### src/rtl/jtagtest_pkg.sv
// Shared types for the JTAG-test serial link blocks.
package jtagtest_pkg;

  // Transmitter control states.
  typedef enum logic {
    IDLE  = 1'b0,
    SHIFT = 1'b1
  } tx_state_t;

endpackage : jtagtest_pkg

### src/rtl/shift_tx_tick.sv
// Bit-period divider: a DIV-cycle down-counter with reload that produces a
// one-cycle tick on the last cycle of each period.
// Ports:
//   CLK, RESET    clock, synchronous active-high reset
//   load_i        start a new period (counter := DIV-1)
//   run_i         count down this cycle; reloads to DIV-1 after reaching 0
//   tick_o        registered tick, high while the counter sits at 0
//   tick_nxt_c_o  combinational next value of tick_o
module shift_tx_tick #(
  parameter int unsigned DIV = 4
) (
  input  logic CLK,
  input  logic RESET,
  input  logic load_i,
  input  logic run_i,
  output logic tick_o,
  output logic tick_nxt_c_o
);

  localparam int unsigned DW = (DIV > 1) ? $clog2(DIV) : 1;
  localparam logic [DW-1:0] RELOAD = DW'(DIV - 1);

  logic [DW-1:0] div_q, div_d;
  logic          tick_q;

  // Next counter value; the tick is registered so it lines up with div = 0.
  always_comb begin
    div_d = div_q;
    if (load_i) begin
      div_d = RELOAD;
    end else if (run_i) begin
      div_d = (div_q == '0) ? RELOAD : div_q - DW'(1);
    end
    tick_nxt_c_o = (load_i || run_i) && (div_d == '0);
  end

  always_ff @(posedge CLK) begin
    if (RESET) begin
      div_q  <= '0;
      tick_q <= 1'b0;
    end else begin
      div_q  <= div_d;
      tick_q <= tick_nxt_c_o;
    end
  end

  assign tick_o = tick_q;

endmodule : shift_tx_tick

### src/rtl/shift_tx.sv
// Parallel-to-serial transmitter: accepts a SIZE-bit word on VALID & READY and
// shifts it out MSB first, one bit per DIV cycles, with a one-cycle SEN strobe
// on the last cycle of every bit period and DONE on the final strobe.
// Ports:
//   CLK, RESET  clock, synchronous active-high reset
//   DATA        word to send, sampled only on the accept cycle
//   VALID       DATA is valid
//   READY       combinational; high in IDLE and on the last-bit cycle
//   SOUT        registered serial data
//   SEN         registered bit strobe for the receiver
//   BUSY        registered, high while a word is shifting
//   DONE        registered, one-cycle pulse with the final SEN of a word
module shift_tx
  import jtagtest_pkg::*;
#(
  parameter int unsigned SIZE = 8,
  parameter int unsigned DIV  = 4
) (
  input  logic            CLK,
  input  logic            RESET,
  input  logic [SIZE-1:0] DATA,
  input  logic            VALID,
  output logic            READY,
  output logic            SOUT,
  output logic            SEN,
  output logic            BUSY,
  output logic            DONE
);

  localparam int unsigned BW = (SIZE > 2) ? $clog2(SIZE) : 1;
  localparam logic [BW-1:0] LAST_BIT = BW'(SIZE - 1);

  tx_state_t       state_q, state_d;
  logic [SIZE-1:0] sr_q, sr_d;
  logic [BW-1:0]   cnt_q, cnt_d;
  logic            done_q, done_d;
  logic            load, run;
  logic            tick, tick_nxt;
  logic            last_c, accept_c;

  shift_tx_tick #(.DIV(DIV)) u_tick (
    .CLK          (CLK),
    .RESET        (RESET),
    .load_i       (load),
    .run_i        (run),
    .tick_o       (tick),
    .tick_nxt_c_o (tick_nxt)
  );

  // Last-bit cycle: final strobe of the word, where a follow-on word may load.
  assign last_c   = (state_q == SHIFT) && tick && (cnt_q == '0);
  assign READY    = !RESET && ((state_q == IDLE) || last_c);
  assign accept_c = READY && VALID;

  // Next-state, shift register and bit counter.
  always_comb begin
    state_d = state_q;
    sr_d    = sr_q;
    cnt_d   = cnt_q;
    load    = 1'b0;
    run     = 1'b0;
    case (state_q)
      IDLE: begin
        if (accept_c) begin
          state_d = SHIFT;
          sr_d    = DATA;
          cnt_d   = LAST_BIT;
          load    = 1'b1;
        end
      end
      SHIFT: begin
        if (last_c) begin
          if (accept_c) begin
            sr_d  = DATA;
            cnt_d = LAST_BIT;
            load  = 1'b1;
          end else begin
            state_d = IDLE;
            sr_d    = '0;
          end
        end else begin
          run = 1'b1;
          if (tick) begin
            sr_d  = {sr_q[SIZE-2:0], 1'b0};
            cnt_d = cnt_q - BW'(1);
          end
        end
      end
      default: state_d = IDLE;
    endcase
  end

  // DONE is registered: it rises when the upcoming strobe is the last bit.
  assign done_d = tick_nxt && (cnt_d == '0) && (state_d == SHIFT);

  always_ff @(posedge CLK) begin
    if (RESET) begin
      state_q <= IDLE;
      sr_q    <= '0;
      cnt_q   <= '0;
      done_q  <= 1'b0;
    end else begin
      state_q <= state_d;
      sr_q    <= sr_d;
      cnt_q   <= cnt_d;
      done_q  <= done_d;
    end
  end

  // The shift register is cleared on entry to IDLE, so its MSB is 0 there.
  assign SOUT = sr_q[SIZE-1];
  assign SEN  = tick;
  assign BUSY = (state_q == SHIFT);
  assign DONE = done_q;

endmodule : shift_tx

### config.mk
export PLATFORM = sky130hd
export DESIGN_NAME = shift_tx
export DESIGN_NICKNAME = d
export VERILOG_FILES = /design/src/rtl/jtagtest_pkg.sv /design/src/rtl/shift_tx_tick.sv /design/src/rtl/shift_tx.sv
export SDC_FILE = /design/constraint.sdc
export NUM_CORES = 1
export LEC_CHECK = 0
export ABC_AREA = 1
export CORE_MARGIN = 4
export CORE_UTILIZATION = 53
export DETAILED_ROUTE_END_ITERATION = 7
export GPL_TIMING_DRIVEN = 0
export PLACE_DENSITY = 0.8
export SLEW_MARGIN = 20
export SYNTH_ARGS = -nofsm -noshare
export SYNTH_HDL_FRONTEND = slang
export SYNTH_SLANG_ARGS = --single-unit
### constraint.sdc
create_clock -name CLK -period 3.8 [get_ports CLK]
set_input_delay 0.76 -clock CLK [delete_from_list [all_inputs] [get_ports CLK]]
set_output_delay 0.76 -clock CLK [all_outputs]
set_load 0.02 [all_outputs]
### Word-level counts from Yosys, hierarchy flattened

Index checks and enable logic that the tools add are counted.

| storage, ports and cells | value |
|---|---|
| input port bits | 11 |
| output and inout bits | 5 |
| register bits after elaboration | 16 |
| bits in latches | 0 |
| bits in writable memories | 0 |
| ROM bits | 0 |
| word-level logic and storage cells | 45 |
| memories kept | 0 |

| cells by class | value |
|---|---|
| multiply operators | 0 |
| div/mod/pow operators | 0 |
| shift operators | 0 |
| multiplexer cells | 19 |
| $lt $le $gt $ge | 0 |
| reductions and logical operators | 15 |
| equality and inequality tests | 2 |
| bitwise logic cells | 1 |
| add/subtract/negate cells | 2 |

Operators by type and width:

| kind | count |
|---|---|
| two-way mux 8 bit | 4 |
| case mux 8 bit (2 select lines) | 1 |
| two-way mux 3 bit | 3 |
| logical AND 1 bit | 7 |
| zero test 3 bit | 2 |
| two-way mux 2 bit | 3 |
| case mux 3 bit (2 select lines) | 1 |
| two-way mux 1 bit | 5 |
| zero test 2 bit | 2 |
| case mux 1 bit (2 select lines) | 2 |
| != test 3 x 1 -> 1 bit, second input constant | 1 |
| subtractor 3 x 1 -> 3 bit, second input constant | 1 |
| logical OR 1 bit | 2 |
| != test 2 bit, second input constant | 1 |
| AND reduction 2 bit | 1 |
| subtractor 2 x 1 -> 2 bit, second input constant | 1 |
| zero test 1 bit | 1 |
| NOT 1 bit | 1 |

### Longest topological paths before layout

| depth | value |
|---|---|
| word-level depth | 13 |
| gate-level depth with buffers | 11 |
| depth with buffers taken out | 11 |

### By module

A second synthesis with hierarchy kept.

| unflattened totals | value |
|---|---|
| cell total of the unflattened synthesis | 127 |
| area, all modules | 955.9 um^2 |

By module, submodules not included:

| module | seq. area each (um^2) | area an instance (um^2) | cells each | instances |
|---|---|---|---|---|
| shift_tx | 260.2 | 787.0 | 105 | 1 |
| shift_tx_tick | 60.1 | 168.9 | 22 | 1 |

### Least setup slack after synthesis

Ideal clock, no wire load.

| path | value |
|---|---|
| path kind | register to output |
| start | reg state_q, in the netlist BUSY |
| end | out READY |
| data required time | 3.040 ns |
| buffers on the path | 0 |
| slack | 1.733 ns |
| data arrival time | 1.307 ns |
| cell stages (with the launch flop) | 5 |
| path through | dfxtp_1 nand2_2 nor2_1 nor2_2 nor2_1 |

| between the ends | value |
|---|---|
| longest elaborated chain between the ends | 4 |
| elaborated cells between the ends (all ways) | 5 |
| those cells by class | bitwise (1); reduce/logical (4) |

Ends and longest elaborated chain:

| what | RTL line | source |
|---|---|---|
| start, declared | shift_tx.sv:33 | `tx_state_t state_q, state_d;` |
| start signal, assigned | shift_tx.sv:103 | `state_q <= state_d;` |
| logical AND 1 bit (2 in series) | shift_tx.sv:51 | `assign last_c = (state_q == SHIFT) && tick && (cnt_q == '0);` |
| logical OR 1 bit (*) | shift_tx.sv:52 | `assign READY = !RESET && ((state_q == IDLE) \|\| last_c);` |
| logical AND 1 bit (*) | shift_tx.sv:52 |  |
| end, declared | shift_tx.sv:23 | `output logic READY,` |

Mark *: on every way between the ends. The rest lies on a longest branch, timed or not.

### Worst setup path after layout

| path | value |
|---|---|
| start | reg cnt_q[0] |
| end | out READY |

| between the ends | value |
|---|---|
| longest elaborated chain between the ends | 4 |

Ends and longest elaborated chain:

| what | RTL line | source |
|---|---|---|
| start, declared | shift_tx.sv:35 | `logic [BW-1:0] cnt_q, cnt_d;` |
| start signal, assigned | shift_tx.sv:105 | `cnt_q <= cnt_d;` |
| zero test 3 bit | shift_tx.sv:51 |  |
| logical AND 1 bit | shift_tx.sv:51 |  |
| logical OR 1 bit | shift_tx.sv:52 |  |
| logical AND 1 bit | shift_tx.sv:52 |  |

Every way passes these cells.

==> results by stage <==
Run status:
- The run finished with clean final reports.

Clock network:
- The CTS tree is done.
- Counting the buffers created by CTS gives 3.
- The tree is rooted in a sky130_fd_sc_hd__clkbuf_4.
- Once the clock tree was built, the setup fixing pass inserted 0 buffers.
- The clock transition time at the flip-flop clock pins of the worst setup and hold paths is 0.09 ns.
- The number of buffers on the longest clock path is 2.
- The count of hold-fix buffers inserted at cts is 0.
- The count of instances resized after the clock tree is built is 0.
- The sink count of the clock tree is 16.
- The clock latency of the later-clocked register in the worst-skew pair is approximately 0.29 ns.
- In this run the number of H-tree levels came out at 1.

Floorplan:
- The region available for standard cell placement spans around 1500 um^2.
- The number of top-level pins is 16.
- The floorplan step set the die height to roughly 48 um.
- The floorplan has 14 rows.
- The floorplan step set the die width to ~48 um.
- The floorplan step defined a die boundary enclosing approximately 2300 um^2.
- The effective utilization at floorplan is between 50% and 60%.

Pwr:
- Cell internal power was estimated by the tool at roughly 0.00027 W.
- Across the VDD grid, the largest voltage drop is 0.2745 mV.
- The portion of total power attributed to the clock network is 29.5%.
- Sequential cells burn 49.3% of the power.
- The net switching power is between 0.0001 and 0.00015 W.
- The switching portion of total power is between 20% and 30%.
- The leakage power is ~0.45 nW.
- The combinational fraction of design power is a little over a fifth.
- The power per standard cell area is 373.1 nW/um^2.

STA:
- The fraction of the cycle the final worst path needs is about three quarters.
- The worst path meets setup with 0.9223 ns of slack.
- Setup violations remaining at the end of the flow were counted as 0.
- Setup repair after global routing left no endpoint under its margin.
- The clock period minus final worst setup slack is roughly 2.9 ns.
- The accumulated negative setup slack is 0 ns.
- The worst pin sits at a relative slew slack of 72.08%.
- The measured slew at the worst slew-check pin is between 0.4 and 0.5 ns.
- The final-report hold violation count is 0.
- The clock arrives with 0.003182 ns of skew.
- The count of pins over their slew limit is 0.
- Derived from the worst setup path, the maximum achievable clock frequency is between 300 and 400 MHz.

Global routing:
- The number of antenna violations at the first check in global routing is 0.
- The number of global-route vias before repair is ~700.
- The global-route wire length before repair is between 2000 and 3000 um.
- The overall global routing resource usage is a little under a fifth.
- For this run the aggregate overflow at the end of global routing stands at 0.
- Entering global routing, the biggest net connects 11 pins.

Routing:
- In the routed layout, each cell is associated on average with a via count of about 5.3.
- The length of the first detailed-routing pass in iterations is 4.
- In the final routed layout, each cell accounts on average for 11.38 um.
- The final wirelength is 1718 um.
- The number of nets with antenna violations after detailed routing is 0.
- For this block, the initial DRC count from the detailed router was 11.
- In the routed design, unresolved DRC markers number 0.
- For this block, the via count after detailed routing is ~800.

Hold path:
- The startpoint identified for the worst hold timing path is u_tick.div_q[1].
- In this run the worst hold path is classified as reg2reg.

Cells and area:
- The antenna diode count is 0.
- At the end of the flow, the number of nets in the layout was 150.
- The combined flip-flop and latch cell area is approximately 320 um^2.
- In the final layout, the multi-input gates occupy around 450 um^2.
- The post-route netlist has 13.33% of its cells at a drive strength greater than 1.
- The filler cells instantiated in the layout total around 130.
- The area growth from synthesis to layout is 23.72%.

Synthesis:
- The area fraction in and, or, nand and nor cells after synthesis is about 31%.
- By area, the combinational part of the netlist is dominated by simple AND/OR/NAND/NOR gates.
- The flop and latch count out of synthesis is 16.
- The sequential share of the synthesized area is around 39%.
- The commonest cells after synthesis are sky130_fd_sc_hd__nand2_1, sky130_fd_sc_hd__dfxtp_1, sky130_fd_sc_hd__inv_1, sky130_fd_sc_hd__nor2_1, sky130_fd_sc_hd__a21oi_1.
- After technology mapping, the gate count stands at 117.
- By area the synthesized netlist is led by sky130_fd_sc_hd__dfxtp_1, sky130_fd_sc_hd__nand2_1, sky130_fd_sc_hd__a21oi_1, sky130_fd_sc_hd__inv_1, sky130_fd_sc_hd__nor2_1.
- The synthesized net count is about 130.
- The area share of the largest cell type after synthesis is about two fifths.
- The mean cell area of the mapped netlist is 7.079 um^2.
- Yosys mapped a number of flops with a built-in enable equal to 0.
- In the post-synthesis netlist, the cell with the most instances is sky130_fd_sc_hd__nand2_1.
- During synthesis, Yosys emitted a total of 0 warnings.
- The distinct cell type count after synthesis is 24.
- The synthesized-area fraction occupied by ao, oa, aoi and oai cells is between 10% and 20%.
- In the synthesized netlist the async set-or-reset flop fraction comes to 0%.
- Summing the areas of all xor and xnor instances in the mapped netlist gives 1.057% of the synthesized area.
- The synthesized area is between 800 and 900 um^2.
- Measured against the total synthesized area, the mux share comes to 0%.
- The adder-cell area share of the yosys netlist is 4.532%.
- Summed over all instances, the cell type with the most area after synthesis is sky130_fd_sc_hd__dfxtp_1.
- In the synthesized netlist the dominant register cell turns out to be sky130_fd_sc_hd__dfxtp_1.

Worst setup path:
- The worst setup path is of the reg2out kind.
- For this run, the slowest stage of the critical path takes ~0.56 ns.
- The worst setup path is launched from a register.
- The source of the worst register-to-register timing path is cnt_q[0].
- The required time of the critical path is roughly 3.0 ns.
- The launching instance or port of the critical path is cnt_q[0].
- In this design, the critical path's most frequently occurring cell is sky130_fd_sc_hd__nor2_1.
- The slowest stage cell on the critical path is sky130_fd_sc_hd__clkdlybuf4s50_1.
- The signal on the critical path passes through inv_1, ha_1, nand2_1, nor2_1, nor2_2, nor2_1, clkdlybuf4s50_1.
- The endpoint type of the worst setup path is an output pin.
- The maximum net fanout on the critical path is 10.
- The data arrival time of the worst path is 2.12 ns.

Place:
- The number of port buffers is 14.
- The post-placement setup slack is about 1.2 ns.
- The weighted congestion reported at the end of routability-driven placement is ~0.78.
- After legalization and detailed placement, the total HPWL measured 1296 um.

Job:
- Across the run, the number of max-cap violations was 0.
[routing by layer]
metal / routed length [um] / GRT usage (%) / vias to the layer above
met5: 0 / 0 / -
met4: 26 / 8.065 / 0
met3: 84 / 4.511 / 3
met2: 824 / 30.21 / 17
met1: 782 / 22.45 / 359
li1: - / - / 419
[cell usage in the layout (no fill, tap or decap), types with 2 or more instances in the layout]
cell	instances
sky130_fd_sc_hd__nand3_1	3
sky130_fd_sc_hd__nand4_1	2
sky130_fd_sc_hd__inv_1	13
sky130_fd_sc_hd__or2_2	2
sky130_fd_sc_hd__nand2_1	28
sky130_fd_sc_hd__o21ai_0	9
sky130_fd_sc_hd__ha_1	3
sky130_fd_sc_hd__a21oi_1	11
sky130_fd_sc_hd__clkdlybuf4s50_1	14
sky130_fd_sc_hd__dfxtp_1	16
sky130_fd_sc_hd__nor2_1	13
sky130_fd_sc_hd__clkbuf_4	3
sky130_fd_sc_hd__nand2_2	4
[logic make-up (layout without fill, tap and decap cells)]
group,Yosys count,count (layout)
DFF,16,16
xor gates and xnor gates,1,1
AOI/OAI and AO/OA,25,25
buffers and inverters,16,34
and+or+nand+nor,56,56
adders and majority gates,3,3
[path summary, 6_finish.rpt]
path,slack [ns],depth (start not counted),endpoint
setup / recovery,0.92,7,READY
hold / removal,0.52,2,u_tick.div_q[1]
setup reg to reg,2.14,10,DONE
hold reg to reg,0.52,2,u_tick.div_q[1]
[power groups by stage]
stage	Sequential (W)	Clock, W	Combinational (W)
2_1_floorplan	0.000193	0	0.0000514
3_3_place_gp	0.000192	0	0.0000771
3_5_place_dp	0.000192	0	0.0000804
4_1_cts	0.000188	0.000115	0.0000811
5_1_grt	0.000190	0.000121	0.0000921
6_report	0.000188	0.000113	0.0000810
[critical path: cells and delay by family (launching register included)]
family	cells	cell delay, ns
fa+ha+maj	1	0.22
buf+inv	2	0.63
flops	1	0.33
simple gates	4	0.64
[flip-flops by register name, indices dropped and copies added (netlist names)]
| signal | flops |
|---|---|
| sr_q | 8 |
| u_tick.tick_o | 1 |
| u_tick.div_q | 2 |
| DONE | 1 |
| cnt_q | 3 |
| BUSY | 1 |
[layout make-up]
cell class                      count  area share (%)
Buffer                              2          0.9768
Sequential cell                    16           31.26
Tap cell                           16           1.954
Timing Repair Buffer               14           13.68
Clock buffer                        4           3.541
Multi-Input combinational cell     85           43.47
Inverter                           14           5.128
[metrics by stage]
| stage | total power [W] | cells | hold slack (ns) | utilization [%] | cell area, um^2 |
|---|---|---|---|---|---|
| floorplan | 0.0002447 | 117 | 0.4732 | - | 828.3 |
| global route | 0.0004029 | 151 | 0.5437 | 68.82 | 1025 |
| detailed placement | 0.0002726 | 147 | 0.4933 | 66.39 | 988.4 |
| finish | 0.0003824 | 151 | 0.5160 | 68.82 | 1025 |
| global placement | 0.0002686 | 147 | 0.4870 | 66.39 | 988.4 |
| CTS | 0.0003849 | 151 | 0.5172 | 68.82 | 1025 |
Note: power is estimated with default switching activity, not from simulation.
